[src/rtl/wb_write_arbiter_if.sv]
// Bundle for the register-file write arbiter: pipeline and long-latency write
// sources, ID busy lookups, and the register-file write port.
interface wb_write_arbiter_if #(
  parameter int DATA_W = 32,
  parameter int ADDR_W = 5,
  parameter int DEPTH  = 4
);
  localparam int CNT_W = $clog2(DEPTH) + 1;

  logic              pipe_we;
  logic [ADDR_W-1:0] pipe_waddr;
  logic [DATA_W-1:0] pipe_wdata;
  logic              lu_valid;
  logic [ADDR_W-1:0] lu_waddr;
  logic [DATA_W-1:0] lu_wdata;
  logic              lu_ready;
  logic              re1;
  logic [ADDR_W-1:0] raddr1;
  logic              re2;
  logic [ADDR_W-1:0] raddr2;
  logic              busy1;
  logic              busy2;
  logic              we;
  logic [ADDR_W-1:0] waddr;
  logic [DATA_W-1:0] wdata;
  logic [CNT_W-1:0]  fifo_count;

  modport master (
    output pipe_we, pipe_waddr, pipe_wdata,
    output lu_valid, lu_waddr, lu_wdata,
    output re1, raddr1, re2, raddr2,
    input  lu_ready, busy1, busy2, we, waddr, wdata, fifo_count
  );

  modport slave (
    input  pipe_we, pipe_waddr, pipe_wdata,
    input  lu_valid, lu_waddr, lu_wdata,
    input  re1, raddr1, re2, raddr2,
    output lu_ready, busy1, busy2, we, waddr, wdata, fifo_count
  );
endinterface

[src/rtl/wb_write_arbiter.sv]
// Owns the register file's single write port: pipeline writes win, long-latency
// results queue in a small FIFO and drain into idle cycles; exposes busy lookups.
module wb_write_arbiter #(
  parameter int DATA_W = 32,
  parameter int ADDR_W = 5,
  parameter int DEPTH  = 4
) (
  input  logic               clk,
  input  logic               rst,
  wb_write_arbiter_if.slave  bus
);
  localparam int PTR_W = $clog2(DEPTH);
  localparam int CNT_W = PTR_W + 1;
  localparam logic [CNT_W-1:0] FULL_CNT = CNT_W'(DEPTH);

  logic [DEPTH-1:0]  live_r;
  logic [ADDR_W-1:0] addr_r [DEPTH];
  logic [DATA_W-1:0] data_r [DEPTH];
  logic [PTR_W-1:0]  head_r;
  logic [PTR_W-1:0]  tail_r;
  logic [CNT_W-1:0]  count_r;
  logic              we_r;
  logic [ADDR_W-1:0] waddr_r;
  logic [DATA_W-1:0] wdata_r;

  logic pipe_take_s;
  logic push_s;
  logic pop_s;
  logic lu_ready_s;
  logic hit1_s;
  logic hit2_s;
  logic enq_squash_s;

  // No pop-to-push bypass: readiness comes only from the registered count.
  assign lu_ready_s   = (count_r != FULL_CNT);
  assign pipe_take_s  = bus.pipe_we && (bus.pipe_waddr != {ADDR_W{1'b0}});
  assign push_s       = bus.lu_valid && lu_ready_s && (bus.lu_waddr != {ADDR_W{1'b0}});
  assign pop_s        = !pipe_take_s && (count_r != {CNT_W{1'b0}});
  assign enq_squash_s = pipe_take_s && (bus.lu_waddr == bus.pipe_waddr);

  // Pending-destination lookup over live entries only
  always_comb begin
    hit1_s = 1'b0;
    hit2_s = 1'b0;
    for (int i = 0; i < DEPTH; i++) begin
      hit1_s = hit1_s | (live_r[i] && (addr_r[i] == bus.raddr1));
      hit2_s = hit2_s | (live_r[i] && (addr_r[i] == bus.raddr2));
    end
  end

  // FIFO storage, pointers, occupancy and squash of older pending writes
  always_ff @(posedge clk) begin
    if (rst) begin
      head_r  <= {PTR_W{1'b0}};
      tail_r  <= {PTR_W{1'b0}};
      count_r <= {CNT_W{1'b0}};
      live_r  <= {DEPTH{1'b0}};
      for (int i = 0; i < DEPTH; i++) begin
        addr_r[i] <= {ADDR_W{1'b0}};
        data_r[i] <= {DATA_W{1'b0}};
      end
    end else begin
      // Pipeline results are younger, so they kill any matching queued write.
      for (int i = 0; i < DEPTH; i++) begin
        if (pipe_take_s && live_r[i] && (addr_r[i] == bus.pipe_waddr)) begin
          live_r[i] <= 1'b0;
        end
      end
      if (pop_s) begin
        live_r[head_r] <= 1'b0;
        head_r         <= head_r + PTR_W'(1);
      end
      if (push_s) begin
        live_r[tail_r] <= !enq_squash_s;
        addr_r[tail_r] <= bus.lu_waddr;
        data_r[tail_r] <= bus.lu_wdata;
        tail_r         <= tail_r + PTR_W'(1);
      end
      case ({push_s, pop_s})
        2'b10:   count_r <= count_r + CNT_W'(1);
        2'b01:   count_r <= count_r - CNT_W'(1);
        default: count_r <= count_r;
      endcase
    end
  end

  // Registered write-port selection: pipeline first, then FIFO head
  always_ff @(posedge clk) begin
    if (rst) begin
      we_r    <= 1'b0;
      waddr_r <= {ADDR_W{1'b0}};
      wdata_r <= {DATA_W{1'b0}};
    end else if (pipe_take_s) begin
      we_r    <= 1'b1;
      waddr_r <= bus.pipe_waddr;
      wdata_r <= bus.pipe_wdata;
    end else if (pop_s) begin
      we_r    <= live_r[head_r];
      waddr_r <= addr_r[head_r];
      wdata_r <= data_r[head_r];
    end else begin
      we_r    <= 1'b0;
    end
  end

  assign bus.lu_ready   = lu_ready_s;
  assign bus.busy1      = bus.re1 && (bus.raddr1 != {ADDR_W{1'b0}}) && hit1_s;
  assign bus.busy2      = bus.re2 && (bus.raddr2 != {ADDR_W{1'b0}}) && hit2_s;
  assign bus.we         = we_r;
  assign bus.waddr      = waddr_r;
  assign bus.wdata      = wdata_r;
  assign bus.fifo_count = count_r;
endmodule

[src/flat_wrapper.sv]
// flat-port wrapper written by rule: the top's interface ports become plain ports
module wb_write_arbiter_flat 
#(
  parameter int DATA_W = 32,
  parameter int ADDR_W = 5,
  parameter int DEPTH  = 4
)
  (clk, rst, bus_pipe_we, bus_pipe_waddr, bus_pipe_wdata, bus_lu_valid, bus_lu_waddr, bus_lu_wdata, bus_re1, bus_raddr1, bus_re2, bus_raddr2, bus_lu_ready, bus_busy1, bus_busy2, bus_we, bus_waddr, bus_wdata, bus_fifo_count);
  wb_write_arbiter_if #(.DATA_W(DATA_W), .ADDR_W(ADDR_W), .DEPTH(DEPTH)) bus_i ();
  input  logic clk;
  input  logic rst;
  input wire logic [$bits(bus_i.pipe_we)-1:0] bus_pipe_we;
  input wire logic [$bits(bus_i.pipe_waddr)-1:0] bus_pipe_waddr;
  input wire logic [$bits(bus_i.pipe_wdata)-1:0] bus_pipe_wdata;
  input wire logic [$bits(bus_i.lu_valid)-1:0] bus_lu_valid;
  input wire logic [$bits(bus_i.lu_waddr)-1:0] bus_lu_waddr;
  input wire logic [$bits(bus_i.lu_wdata)-1:0] bus_lu_wdata;
  input wire logic [$bits(bus_i.re1)-1:0] bus_re1;
  input wire logic [$bits(bus_i.raddr1)-1:0] bus_raddr1;
  input wire logic [$bits(bus_i.re2)-1:0] bus_re2;
  input wire logic [$bits(bus_i.raddr2)-1:0] bus_raddr2;
  output wire logic [$bits(bus_i.lu_ready)-1:0] bus_lu_ready;
  output wire logic [$bits(bus_i.busy1)-1:0] bus_busy1;
  output wire logic [$bits(bus_i.busy2)-1:0] bus_busy2;
  output wire logic [$bits(bus_i.we)-1:0] bus_we;
  output wire logic [$bits(bus_i.waddr)-1:0] bus_waddr;
  output wire logic [$bits(bus_i.wdata)-1:0] bus_wdata;
  output wire logic [$bits(bus_i.fifo_count)-1:0] bus_fifo_count;
  assign bus_i.pipe_we = bus_pipe_we;
  assign bus_i.pipe_waddr = bus_pipe_waddr;
  assign bus_i.pipe_wdata = bus_pipe_wdata;
  assign bus_i.lu_valid = bus_lu_valid;
  assign bus_i.lu_waddr = bus_lu_waddr;
  assign bus_i.lu_wdata = bus_lu_wdata;
  assign bus_i.re1 = bus_re1;
  assign bus_i.raddr1 = bus_raddr1;
  assign bus_i.re2 = bus_re2;
  assign bus_i.raddr2 = bus_raddr2;
  assign bus_lu_ready = bus_i.lu_ready;
  assign bus_busy1 = bus_i.busy1;
  assign bus_busy2 = bus_i.busy2;
  assign bus_we = bus_i.we;
  assign bus_waddr = bus_i.waddr;
  assign bus_wdata = bus_i.wdata;
  assign bus_fifo_count = bus_i.fifo_count;
  wb_write_arbiter #(.DATA_W(DATA_W), .ADDR_W(ADDR_W), .DEPTH(DEPTH)) u_core (.clk(clk), .rst(rst), .bus(bus_i));
endmodule
[config.mk]
export PLATFORM = sky130hd
export DESIGN_NAME = wb_write_arbiter_flat
export DESIGN_NICKNAME = d
export VERILOG_FILES = /design/src/rtl/wb_write_arbiter_if.sv /design/src/rtl/wb_write_arbiter.sv /design/src/flat_wrapper.sv
export SDC_FILE = /design/constraint.sdc
export NUM_CORES = 1
export LEC_CHECK = 0
export ABC_CLOCK_PERIOD_IN_PS = 2650
export CELL_PAD_IN_SITES_DETAIL_PLACEMENT = 0
export CELL_PAD_IN_SITES_GLOBAL_PLACEMENT = 2
export CORE_UTILIZATION = 34
export CTS_BUF_LIST = sky130_fd_sc_hd__clkbuf_16
export DETAILED_ROUTE_END_ITERATION = 8
export GPL_TIMING_DRIVEN = 1
export PLACE_DENSITY_LB_ADDON = 0.15
export SLEW_MARGIN = 20
export SYNTH_ARGS = -nofsm -noshare
export SYNTH_HDL_FRONTEND = slang
export SYNTH_SLANG_ARGS = --single-unit
[constraint.sdc]
create_clock -name clk -period 2.65 [get_ports clk]
set_input_delay 0.265 -clock clk [delete_from_list [all_inputs] [get_ports clk]]
set_output_delay 0.265 -clock clk [all_outputs]
set_load 0.005 [all_outputs]
==> results.toml <==
[clock_tree]
clock_sinks = 199
worstSkewPairLatency_ps = 440
cts-buffers-inserted = 17
clkSlewWorstSetupHoldPaths_ps = 70
tritoncts = "done"
ctsHoldBuffers = 0
cts_buffer_depth = 2
htree_levels = 4
root_buffer = "clkbuf_16"

[grt]
antenna_found_initial = 1
use_met1 = 0.253
grt_pass1_vias = 6589
grt_util_met3 = 0.0347
grt_max_degree = 39
gr-total-overflow = 0
grt_pass1_wl_um = 39900
grtUsageTotal = 0.188
grtUsageMet2 = 0.308
top_usage_layer = "met2"

[synthesis]
synth-main-ff-cell = "edfxtp_1"
async_flop_share = 0
synth_nets = 863
synth_top_cell_by_area = "edfxtp_1"
synth_edf_count = 148
ys_ff_latch = 199
synth.avg_cell_area_um2 = 12.7
netlist.area_leader.share = 0.458
ys.warnings.count = 0
syn_area_um2 = 9700
synth_seq_area_share = 0.563
synthTopCellsByArea = "edfxtp_1 (46%), dfxtp_1 (11%), and2_1 (9.5%)"
synth_cell_types = 44
syn_inst = 763

[routing]
drt-initial-drc-count = 368
ant_nets = 0
wl_per_cell_um = 20.5
firstDrtPassIters = 4
drc = 0
vias = 6368
viasPerCell = 4.94
drt_wl_total_um = 26400

[floorplanning]
die_h_um = 171
core_um2 = 27900
start_util = 0.347
ioPinCount = 134
die_x_um = 171
std_cell_rows = 61
die_area_um2 = 29200

[timing]
finalCritPeriodShare = 0.966
fmax_ghz = 0.391
setup_viol_count_final = 0
timing.final.ws_setup_ps = 91.1
finalHoldWorstSlack_ps = 300
slew_viol_final = 0
hold_viol = 0
relSlewSlack = 0.349
fin_worst_skew_ps = 15.3
fin_setup_tns_ps = 0
tightestPinTransition_ps = 977
rsz0062_at_grt = "no"
period_needed_ps = 2560

[finish]
fin_util = 0.437
final_layout_size_suffix_gt1_frac = 0.153
most-common-layout-cells = "and2_1 (148), edfxtp_1 (148), clkdlybuf4s50_1 (131)"
syn2layout_area_growth_pct = 25.9
nets = 998
nFillCells = 2609

[worst_setup_path]
end_kind = "output pin"
path_max_fanout = 2
start_kind = "register"
critical_path_class = "register to output pin"
required_ps = 2380
cp.arrival_ps = 2290

[flow_run]
max_cap_viol_count = 0

[pwr]
ir_worst_vdd_mv = 0.389
p_leak_nw = 4.37
p_total_w = 0.00935
power.density_nw_per_um2 = 765

[place]
dpl.hpwl_um = 17000
dp_slack_ps = -257
port_buffers = 133
gp_congestion = 0.860

[status]
outcome = "finished clean"

[hold_path]
min_path_type = "input port to register"
==> metrics by stage <==
stage,std cells,instance area (um2)
floorplan,763,9700
global placement,1251,11600
detailed placement,1251,11600
CTS,1284,12200
global route,1289,12200
finish,1290,12200
==> final timing paths <==
kind | startpoint | endpoint | slack (ps) | cells past startpoint
worst min-delay path | rst | u_core.tail_r[0]$_SDFFE_PP0P_ | 300 | 2
worst max-delay path | u_core.addr_r[1][3]$_SDFFCE_PN0P_ | bus_busy1 | 90 | 5
worst max register to register | u_core.bus.fifo_count[0]$_SDFFE_PP0P_ | u_core.bus.fifo_count[2]$_SDFFE_PP0P_ | 230 | 9
worst min register to register | u_core.bus.wdata[16]$_SDFFE_PP0P_ | u_core.bus.wdata[16]$_SDFFE_PP0P_ | 550 | 2
==> cells by family after synthesis <==
group / Yosys count / synth area share
adder cells (fa/ha/maj): 10 / 0.0137
AO/OA/AOI/OAI: 95 / 0.0687
XOR/XNOR: 69 / 0.0623
flip-flops: 199 / 0.563
multiplexers: 41 / 0.0913
buffers and inverters: 72 / 0.0411
AND/OR/NAND/NOR: 277 / 0.160
==> flip-flops by register name, indices dropped and copies added, names as in the netlist, named ones only <==
name,count
u_core.bus.wdata,32
u_core.bus.fifo_count,3
u_core.head_r,2
u_core.live_r,4
u_core.tail_r,2
u_core.bus.waddr,5
u_core.addr_r,20
u_core.data_r,128
u_core.bus.we,1
==> where the power goes <==
part | total (W) | leakage [nW] | switching (W) | internal (W)
logic | 0.00266 | 2.12 | 0.00137 | 0.00130
clock network | 0.00263 | 0.296 | 0.00128 | 0.00134
registers | 0.00406 | 1.96 | 0.000294 | 0.00376
==> cell type report <==
class,instances,area [um2],area share
sequential,199,5470,0.448
multi-input combinational,492,3880,0.318
timing repair buffer,176,1750,0.143
tap,378,473,0.0387
clock buffer,17,425,0.0348
clock inverter,15,165,0.0135
inverter,12,45.0,0.00369
antenna,1,2.50,0.000205
==> synth_stat cells (all sizes together), types with 3 or more instances <==
master   instances
and2           148
edfxtp         148
dfxtp           51
nor2            47
nand2           42
a21oi           39
mux4            38
xor2            38
a211oi          35
clkbuf          33
xnor2           31
buf             27
inv             12
nor4            11
ha               9
nand3            9
nor3             6
a2111oi          4
a22o             4
a31oi            4
or3              4
mux2i            3
o21ai            3
o31ai            3
or2              3
==> layer usage <==
metal / part of all wire / vias to the layer above / routed length (um)
met4: 0.015 / 0 / 386
met1: 0.46 / 3188 / 12100
met3: 0.044 / 24 / 1160
met2: 0.48 / 161 / 12700
li1: - / 2995 / -
met5: 0 / - / 0
==> repair_timing <==
item	4_1_cts	5_1_grt
cloned	0	0
resized for setup	0	3
pin swaps	0	1
setup buffers	1	5
setup endpoints to repair	1	2
==> worst max-delay path, stage by stage, from the launching register on <==
cell and delay, ps:
edfxtp_1 480, xor2_1 210, nor4_2 310, a31oi_1 150
a31oi_1 190, clkdlybuf4s50_1 520
Note: power is estimated with default switching activity, not from simulation.
